===== src/rtl/zclk_monitor_pkg.sv =====
// rtl/zclk_monitor_pkg.sv - Z80 clock rate codes and nominal periods shared with generator and arbiter.
package zclk_monitor_pkg;

  localparam logic [1:0] TURBO_3M5 = 2'b00;
  localparam logic [1:0] TURBO_7M  = 2'b01;
  localparam logic [1:0] TURBO_14M = 2'b10;

  localparam logic [5:0] PER_3M5 = 6'd8;
  localparam logic [5:0] PER_7M  = 6'd4;
  localparam logic [5:0] PER_14M = 6'd2;

  typedef struct packed {
    logic       valid;
    logic [1:0] code;
  } rate_t;

  function automatic rate_t rate_of_period(input logic [5:0] p);
    rate_t r;
    r.valid = 1'b1;
    r.code  = TURBO_3M5;
    case (p)
      PER_3M5: r.code = TURBO_3M5;
      PER_7M:  r.code = TURBO_7M;
      PER_14M: r.code = TURBO_14M;
      default: r.valid = 1'b0;
    endcase
    return r;
  endfunction

endpackage


===== src/rtl/zclk_edge_sync.sv =====
// rtl/zclk_edge_sync.sv - zclk synchronizer chain with rising/falling edge strobes.
module zclk_edge_sync #(
  parameter int SYNC_STAGES = 2
) (
  input  logic fclk,
  input  logic rst,
  input  logic zclk,
  output logic zpos,
  output logic zneg
);

  logic [SYNC_STAGES-1:0] sync_q;
  logic                   zs;
  logic                   zs_d;

  assign zs = sync_q[SYNC_STAGES-1];

  always_ff @(posedge fclk) begin
    if (rst) begin
      sync_q <= '0;
      zs_d   <= 1'b0;
    end else begin
      sync_q <= {sync_q[SYNC_STAGES-2:0], zclk};
      zs_d   <= zs;
    end
  end

  assign zpos = zs & ~zs_d;
  assign zneg = ~zs & zs_d;

endmodule


===== src/rtl/zclk_monitor.sv =====
// rtl/zclk_monitor.sv - Returned Z80 clock monitor: edge strobes, period/duty measurement, rate lock and stall.
module zclk_monitor
  import zclk_monitor_pkg::*;
#(
  parameter int SYNC_STAGES = 2,
  parameter int LOCK_CNT    = 4,
  parameter int STALL_CNT   = 63
) (
  input  logic       fclk,
  input  logic       rst,
  input  logic       zclk,
  output logic       zpos,
  output logic       zneg,
  output logic [5:0] period,
  output logic [1:0] turbo_det,
  output logic       locked,
  output logic       stall
);

  typedef enum logic [1:0] {ST_IDLE, ST_TRACK, ST_LOCKED} state_t;

  localparam logic [2:0] LOCK_W     = 3'(LOCK_CNT);
  localparam logic [5:0] STALL_PREV = 6'(STALL_CNT - 1);

  state_t     state, state_n;
  logic [5:0] per_cnt, hi_len, period_n;
  logic [2:0] mcnt, mcnt_n;
  logic [1:0] cand, cand_n, turbo_n;
  logic       locked_n, stall_n;
  rate_t      rate;
  logic       meas_valid;

  zclk_edge_sync #(.SYNC_STAGES(SYNC_STAGES)) u_sync (
    .fclk (fclk),
    .rst  (rst),
    .zclk (zclk),
    .zpos (zpos),
    .zneg (zneg)
  );

  // A period only counts when both its length and 50% duty match a nominal rate.
  assign rate       = rate_of_period(per_cnt);
  assign meas_valid = rate.valid && ({hi_len, 1'b0} == {1'b0, per_cnt});

  always_ff @(posedge fclk) begin
    if (rst) begin
      state     <= ST_IDLE;
      per_cnt   <= '0;
      hi_len    <= '0;
      mcnt      <= '0;
      cand      <= TURBO_3M5;
      turbo_det <= TURBO_3M5;
      locked    <= 1'b0;
      stall     <= 1'b0;
      period    <= '0;
    end else begin
      state     <= state_n;
      mcnt      <= mcnt_n;
      cand      <= cand_n;
      turbo_det <= turbo_n;
      locked    <= locked_n;
      stall     <= stall_n;
      period    <= period_n;
      if (zpos)
        per_cnt <= 6'd1;
      else if (per_cnt != 6'd63)
        per_cnt <= per_cnt + 6'd1;
      if (zneg)
        hi_len <= per_cnt;
    end
  end

  always_comb begin
    state_n  = state;
    mcnt_n   = mcnt;
    cand_n   = cand;
    turbo_n  = turbo_det;
    locked_n = locked;
    stall_n  = stall;
    period_n = period;
    if (zpos) begin
      stall_n = 1'b0;
      if (state != ST_IDLE)
        period_n = per_cnt;
      case (state)
        ST_IDLE: begin
          state_n = ST_TRACK;
          mcnt_n  = '0;
        end
        ST_TRACK: begin
          if (!meas_valid) begin
            mcnt_n = '0;
          end else begin
            if (rate.code == cand) begin
              mcnt_n = mcnt + 3'd1;
            end else begin
              cand_n = rate.code;
              mcnt_n = 3'd1;
            end
            if (mcnt_n == LOCK_W) begin
              state_n  = ST_LOCKED;
              turbo_n  = rate.code;
              locked_n = 1'b1;
            end
          end
        end
        ST_LOCKED: begin
          if (!(meas_valid && rate.code == turbo_det)) begin
            state_n  = ST_TRACK;
            locked_n = 1'b0;
            cand_n   = rate.code;
            mcnt_n   = meas_valid ? 3'd1 : 3'd0;
          end
        end
        default: state_n = ST_IDLE;
      endcase
    end else if (per_cnt == STALL_PREV) begin
      // per_cnt steps onto STALL_CNT at this edge with no rising edge seen.
      state_n  = ST_IDLE;
      locked_n = 1'b0;
      stall_n  = 1'b1;
    end
  end

endmodule


===== config.mk =====
export PLATFORM = sky130hd
export DESIGN_NAME = zclk_monitor
export DESIGN_NICKNAME = d
export VERILOG_FILES = /design/src/rtl/zclk_monitor_pkg.sv /design/src/rtl/zclk_edge_sync.sv /design/src/rtl/zclk_monitor.sv
export SDC_FILE = /design/constraint.sdc
export NUM_CORES = 1
export LEC_CHECK = 0
export ABC_AREA = 1
export BUFFER_PORTS_ARGS = -buffer_cell sky130_fd_sc_hd__buf_2
export CELL_PAD_IN_SITES_DETAIL_PLACEMENT = 1
export CELL_PAD_IN_SITES_GLOBAL_PLACEMENT = 1
export CORE_AREA = 2 2 68 70
export DETAILED_ROUTE_END_ITERATION = 7
export DIE_AREA = 0 0 70 72
export MAX_ROUTING_LAYER = met4
export PLACE_DENSITY_LB_ADDON = 0.1
export SETUP_SLACK_MARGIN = 0.05
export SYNTH_ARGS = -nofsm -noshare
export SYNTH_HDL_FRONTEND = slang
export SYNTH_SLANG_ARGS = --single-unit

===== constraint.sdc =====
create_clock -name fclk -period 2 [get_ports fclk]
set_input_delay 0.1 -clock fclk [delete_from_list [all_inputs] [get_ports fclk]]
set_output_delay 0.1 -clock fclk [all_outputs]
set_load 0.01 [all_outputs]

==> Yosys cells after proc, flatten, opt, wreduce, memory -nomap -nowiden <==
Cells that the tools add are included.
W data, S select, Z words.
{ "totals": {"ff_bits": 32, "out_inout_bits": 12, "word_cells": 80} }
{ "classes": {"bitwise_logic": 4, "mux": 28, "eq_ne": 18, "n_reduce_logical": 16, "addsub": 2} }
{ "op_table": {"columns": ["operator", "n"], "rows": [
  ["$mux W3", 6],
  ["$mux W2", 8],
  ["$reduce_and A5 Y1", 2],
  ["$mux W1", 9],
  ["$ne A3 B3 Y1 const B", 3],
  ["$pmux W3 S3", 1],
  ["$pmux W2 S2", 2],
  ["$reduce_and A4 Y1", 2],
  ["$reduce_bool A2 Y1", 4],
  ["$eq A7 B6 Y1", 1],
  ["$add A6 B1 Y6 const B", 1],
  ["$eq A6 B2 Y1 const B", 1],
  ["$eq A6 B3 Y1 const B", 1],
  ["$eq A6 B4 Y1 const B", 1],
  ["$eq A6 B6 Y1 const B", 1],
  ["$ne A2 B2 Y1 const B", 3],
  ["$ne A6 B6 Y1 const B", 1],
  ["$pmux W2 S3", 1],
  ["$eq A2 B2 Y1", 2],
  ["$add A3 B1 Y3 const B", 1],
  ["$eq A3 B3 Y1 const B", 1],
  ["$ne A3 B1 Y1 const B", 1],
  ["$reduce_and A3 Y1", 1],
  ["$reduce_bool A3 Y1", 1],
  ["10 further kinds", 13]
]} }

==> Logic depth before layout (Yosys ltp) <==
{ "depth": {"word_depth": 12, "ltp_mapped": 14, "ltp_nobuf": 14} }

==> Hierarchy <==
Synthesis repeated with hierarchy kept, for this count alone.
{ "hier_totals": {"cells_unflattened": 247, "hier_area_um2": 1788.0} }
{ "modules_own_cells": {"columns": ["module", "cells_per_inst", "seq_area_each_um2", "area_each_um2", "instances"], "rows": [
  ["zclk_monitor", 235, 580.6, 1694.1, 1],
  ["zclk_edge_sync", 12, 60.1, 93.8, 1]
]} }

==> Least setup slack after synthesis <==
Ideal clock, no wire load.
{ "synth_path": {"path_kind": "reg-to-reg", "startpoint": "register per_cnt[0]", "endpoint": "register mcnt[1]", "path_buffers": 0, "arrival_time_ns": 1.512, "setup_ns": 0.115, "stages_incl_launch_ff": 13, "slack_ns": 0.374, "required_time_ns": 1.885, "cell_sequence": "dfxtp_1 -> inv_1 -> ha_1 -> nand3_2 -> inv_2 -> nor2_1 -> nor2_2 -> nand3_1 -> nand2_2 -> inv_2 -> nand2_2 -> o21ai_1 -> nor2_1"} }
{ "synth_between": {"elab_chain_cells": 9} }
{ "synth_lines": {"columns": ["item", "line", "rtl"], "rows": [
  ["start, declared", "zclk_monitor.sv:26", "logic [5:0] per_cnt, hi_len, period_n;"],
  ["start signal, assigned", "zclk_monitor.sv:67", "per_cnt <= per_cnt + 6'd1;"],
  ["$eq A6 B2 Y1 or $eq A6 B3 Y1 (tied branches)", "zclk_monitor_pkg.sv:21", "case (p)"],
  ["$pmux W2 S2", "zclk_monitor_pkg.sv:21", null],
  ["$eq A2 B2 Y1", "zclk_monitor.sv:94", "if (rate.code == cand) begin"],
  ["$mux W3", "zclk_monitor.sv:94", null],
  ["$mux W3", "zclk_monitor.sv:91", "if (!meas_valid) begin"],
  ["$mux W3", "zclk_monitor.sv:85", "case (state)"],
  ["$mux W3", "zclk_monitor.sv:81", "if (zpos) begin"],
  ["$mux W3", "zclk_monitor.sv:91", null],
  ["$pmux W3 S3", "zclk_monitor.sv:85", null],
  ["end signal, assigned", "zclk_monitor.sv:58", "mcnt <= mcnt_n;"],
  ["end, declared", "zclk_monitor.sv:27", "logic [2:0] mcnt, mcnt_n;"]
]} }
Parallel ways exist; a longest one is shown, timed or not. The select of a mux whose other input is x is not followed.
A chain may end at the register's enable or synchronous reset.

==> Worst setup path after layout <==
{ "layout_path": {"startpoint": "register per_cnt[0]", "endpoint": "register cand[1]"} }
{ "layout_between": {"elab_chain_cells": 7} }
{ "layout_lines": {"columns": ["item", "line", "rtl"], "rows": [
  ["$eq A6 B2 Y1 (tied with other cells)", "zclk_monitor_pkg.sv:21", null],
  ["$reduce_or A3 Y1 (no line)", null, null],
  ["$mux W1", "zclk_monitor_pkg.sv:21", null],
  ["$logic_and A1 B1 Y1", "zclk_monitor.sv:43", "assign meas_valid = rate.valid && ({hi_len, 1'b0} == {1'b0, per_cnt});"],
  ["$logic_and A1 B1 Y1", "zclk_monitor.sv:108", "if (!(meas_valid && rate.code == turbo_det)) begin"],
  ["$ne A2 B2 Y1 (no line)", null, null],
  ["$reduce_and A5 Y1 (no line)", null, null],
  ["end signal, assigned", "zclk_monitor.sv:59", "cand <= cand_n;"],
  ["end, declared", "zclk_monitor.sv:28", "logic [1:0] cand, cand_n, turbo_n;"]
]} }
Parallel ways exist; a longest one is shown, timed or not. The select of a mux whose other input is x is not followed.

==> run summary <==
### Outcome
- complete, no violations — result of the run

### Worst setup path
- flip-flop — Crit. End Element
- 2.19 ns — Data required, critical path
- cand[1]$_SDFFE_PP0P_ — Worst Setup EP
- inv_2 -> ha_2 -> nand3_2 -> inv_2 -> nor2_2 -> nor2_2 -> nand2_1 -> o22ai_2 -> nand3_1 -> nand2_1 -> nor2_1 — ordered cell list for the critical path
- 5 — CP max FO
- per_cnt[0]$_SDFFE_PP0P_ — RR Startpoint
- 0.34 ns — Crit path largest cell delay
- 1.93 ns — WP data arrival
- 0.26 ns — register-to-register setup slack
- 11 — Worst Reg-to-Reg Cells
- flip-flop — startpoint type of the worst setup path
- per_cnt[0]$_SDFFE_PP0P_ — startpoint of the worst setup timing path
- reg2reg — path type of the worst setup path
- cand[1]$_SDFFE_PP0P_ — reg2reg end
- dfxtp_2 — cell at the slowest stage of the critical path

### Die
- 4260 µm² — core outline area
- 70 µm — width of the die
- 72 µm — Die Span Y
- 15 — Ports
- 40.1% — starting density of the core
- 24 — Site Rows
- 5040 µm² — Die Footprint

### Route
- 4.84 — vias per cell
- 60 — Detailed Route Iter0 Violations
- 0 — count of nets left with antenna violations after detail routing
- 4 — router iterations before antenna repair
- 1597 — total number of vias
- 0 — Post-route DRC
- 4.26 mm — final wirelength
- 12.9 µm — Routed WL per cell

### Global routing
- 0 — leftover overflow at the end of global routing
- 19.3% — global-route total usage across every layer
- 7.40 mm — global-route wire length before repair
- 1598 — vias in the first global route
- 0 — number of antenna violations at the first check in global routing
- 14 — maximum number of pins on one net before global-route repair

### Synth
- 37.5% — sequential cell area fraction in the yosys report
- 257 — gate count of the mapped netlist
- 0 — Synth warnings
- 6.66 µm² — average cell area after synthesis
- 269 — post-synthesis net count
- 32 — Yosys reg bits
- 26 — Distinct cells, synth
- 1710 µm² — Syn Std Cell Area

### Power and ir drop
- 367 µW — net load switching power
- 10.5% — fraction of power consumed by combinational cells
- 44.4% — Sequential Power Share
- 1.52 mW — post-route total power
- 24.1% — Switching Fraction
- 1.15 mW — internal power contribution
- 0.911 nW — leakage dissipation
- 0.306 mV — worst vdd ir
- 758 nW/µm² — power density of the placed cells
- 45.1% — Clock power frac

### STA
- 0 — final count of pins violating max slew
- 76.4% — Max-Slew Margin vs Limit
- 0 — count of final hold-check violations
- 0.00854 ns — Post-Route Skew
- 1.74 ns — minimum clock period after layout
- 0 ns — Setup TNS
- 0 — Final Setup Violations
- false — RSZ-0062 raised after global routing
- 0.354 ns — Worst-Margin Slew
- 86.8% — post-route fraction of the period consumed by the critical path
- 0.576 GHz — fmax

### Cells and area
- 0 — number of diodes
- 17.3% — relative area change from synthesis to final layout
- 19.8% — fraction of final layout cells with drive strength greater than 1
- nand2_1 — most common cell after layout, fill and taps aside
- 47.1% — final core occ
- 289 — Final #Nets
- nand2_1, inv_1, nor2_1 — commonest cells after routing, fill and taps aside

### CTS
- 0.29 ns — latest clock arrival within the worst-skew pair
- 0.07 ns — Clock Pin Slew Worst Setup and Hold Paths
- 0 — cts-stage hold buffer count
- 5 — number of buffers created by CTS
- clkbuf_8 — root buf cell
- 2 — H-tree levels
- built — CTS tree
- 2 — clk buf depth
- 32 — Clock Sink Count

### Worst hold path
- in2reg — path category of the worst min-delay check

### Run
- 0 — # Max-Cap Violations

### Placed design
- 14 — buffers added on ports
- 3.30 mm — placed wire-length estimate
- 0.848 — routability cong.

## synthesized netlist by cell type, drive strengths merged
cell type / instances / area (µm²)
nand2: 57 / 224
inv: 50 / 188
a21oi: 18 / 90.1
a211oi: 3 / 22.5
a31oi: 3 / 18.8
or2: 2 / 12.5
nand4: 4 / 25.0
nor2: 38 / 158
nand3: 11 / 60.1
clkinv: 1 / 3.75
buf: 1 / 5.00
dfxtp: 32 / 641
xor2: 1 / 8.76
ha: 9 / 113
clkbuf: 4 / 15.0
o22ai: 1 / 12.5
nor3: 4 / 20.0
a311oi: 1 / 8.76
o21ai: 17 / 85.1
## flip-flops by register name, indices dropped and copies added (netlist names)
signal,flops
hi_len,6
period,6
turbo_det,2
u_sync.sync_q,2
per_cnt,6
locked,1
state,2
mcnt,3
stall,1
cand,2
u_sync.zs_d,1
## power groups by stage
stage,clock network [mW],registers (mW),logic (mW)
after floorplan,0,0.685,0.112
after global placement,0,0.687,0.154
after detailed placement,0,0.688,0.156
after CTS,0.705,0.673,0.158
after global routing,0.733,0.677,0.187
final,0.687,0.675,0.160
## metal layers
metal | vias to the layer above | GRT usage [%] | part of all wire (%)
met5 | - | - | 0
met4 | 0 | 7.48 | 1.5
met3 | 7 | 4.58 | 3.3
met2 | 18 | 28.8 | 43
met1 | 732 | 25.5 | 52
li1 | 840 | - | -
## stage by stage
stage | area (µm²) | hold slack [ns] | instances | setup slack [ns]
after floorplan | 1710 | 0.207 | 257 | 0.374
after global placement | 1860 | 0.302 | 322 | 0.146
after detailed placement | 1860 | 0.319 | 322 | 0.130
after CTS | 1980 | 0.0213 | 330 | 0.119
after global routing | 2010 | 0.0328 | 330 | 0.0500
final | 2010 | 0.0238 | 330 | 0.263
## kinds of logic after synthesis
family          synth area share (%)
flops                           37.5
xor+xnor                       0.512
buf+inv                         12.4
compound gates                  13.9
fa+ha+maj                       6.58
simple gates                    29.2
## worst min path at each step
stage	slack (ns)	from	cells past startpoint	endpoint
after floorplan	0.21	zclk	2	u_sync.sync_q[0]$_SDFF_PP0_
after global placement	0.30	zclk	3	u_sync.sync_q[0]$_SDFF_PP0_
after detailed placement	0.32	zclk	3	u_sync.sync_q[0]$_SDFF_PP0_
after CTS	0.02	zclk	3	u_sync.sync_q[0]$_SDFF_PP0_
after global routing	0.03	zclk	3	u_sync.sync_q[0]$_SDFF_PP0_
final	0.02	zclk	3	u_sync.sync_q[0]$_SDFF_PP0_
## critical path, delay by kind of cell, from the launching register on
family / cells / cell delay [ns]
AO/OA/AOI/OAI: 1 / 0.22
adder cells (fa/ha/maj): 1 / 0.22
buffers and inverters: 2 / 0.21
flip-flops: 1 / 0.34
AND/OR/NAND/NOR: 7 / 0.65
## layout make-up
type	count	area, µm²
Sequential cell	32	648
Clock inverter	1	30.0
Tap cell	52	65.1
Fill cell	589	2260
Timing Repair Buffer	18	100
Inverter	51	191
Multi-Input combinational cell	169	876
Clock buffer	7	96.3
## timing repair
action / CTS / global route
gates resized for setup: 0 / 13
setup buffers: 0 / 0
endpoints found under the hold margin: 0 / 0
endpoints found under the setup margin: 0 / 10
(Power assumes the default switching activity.)
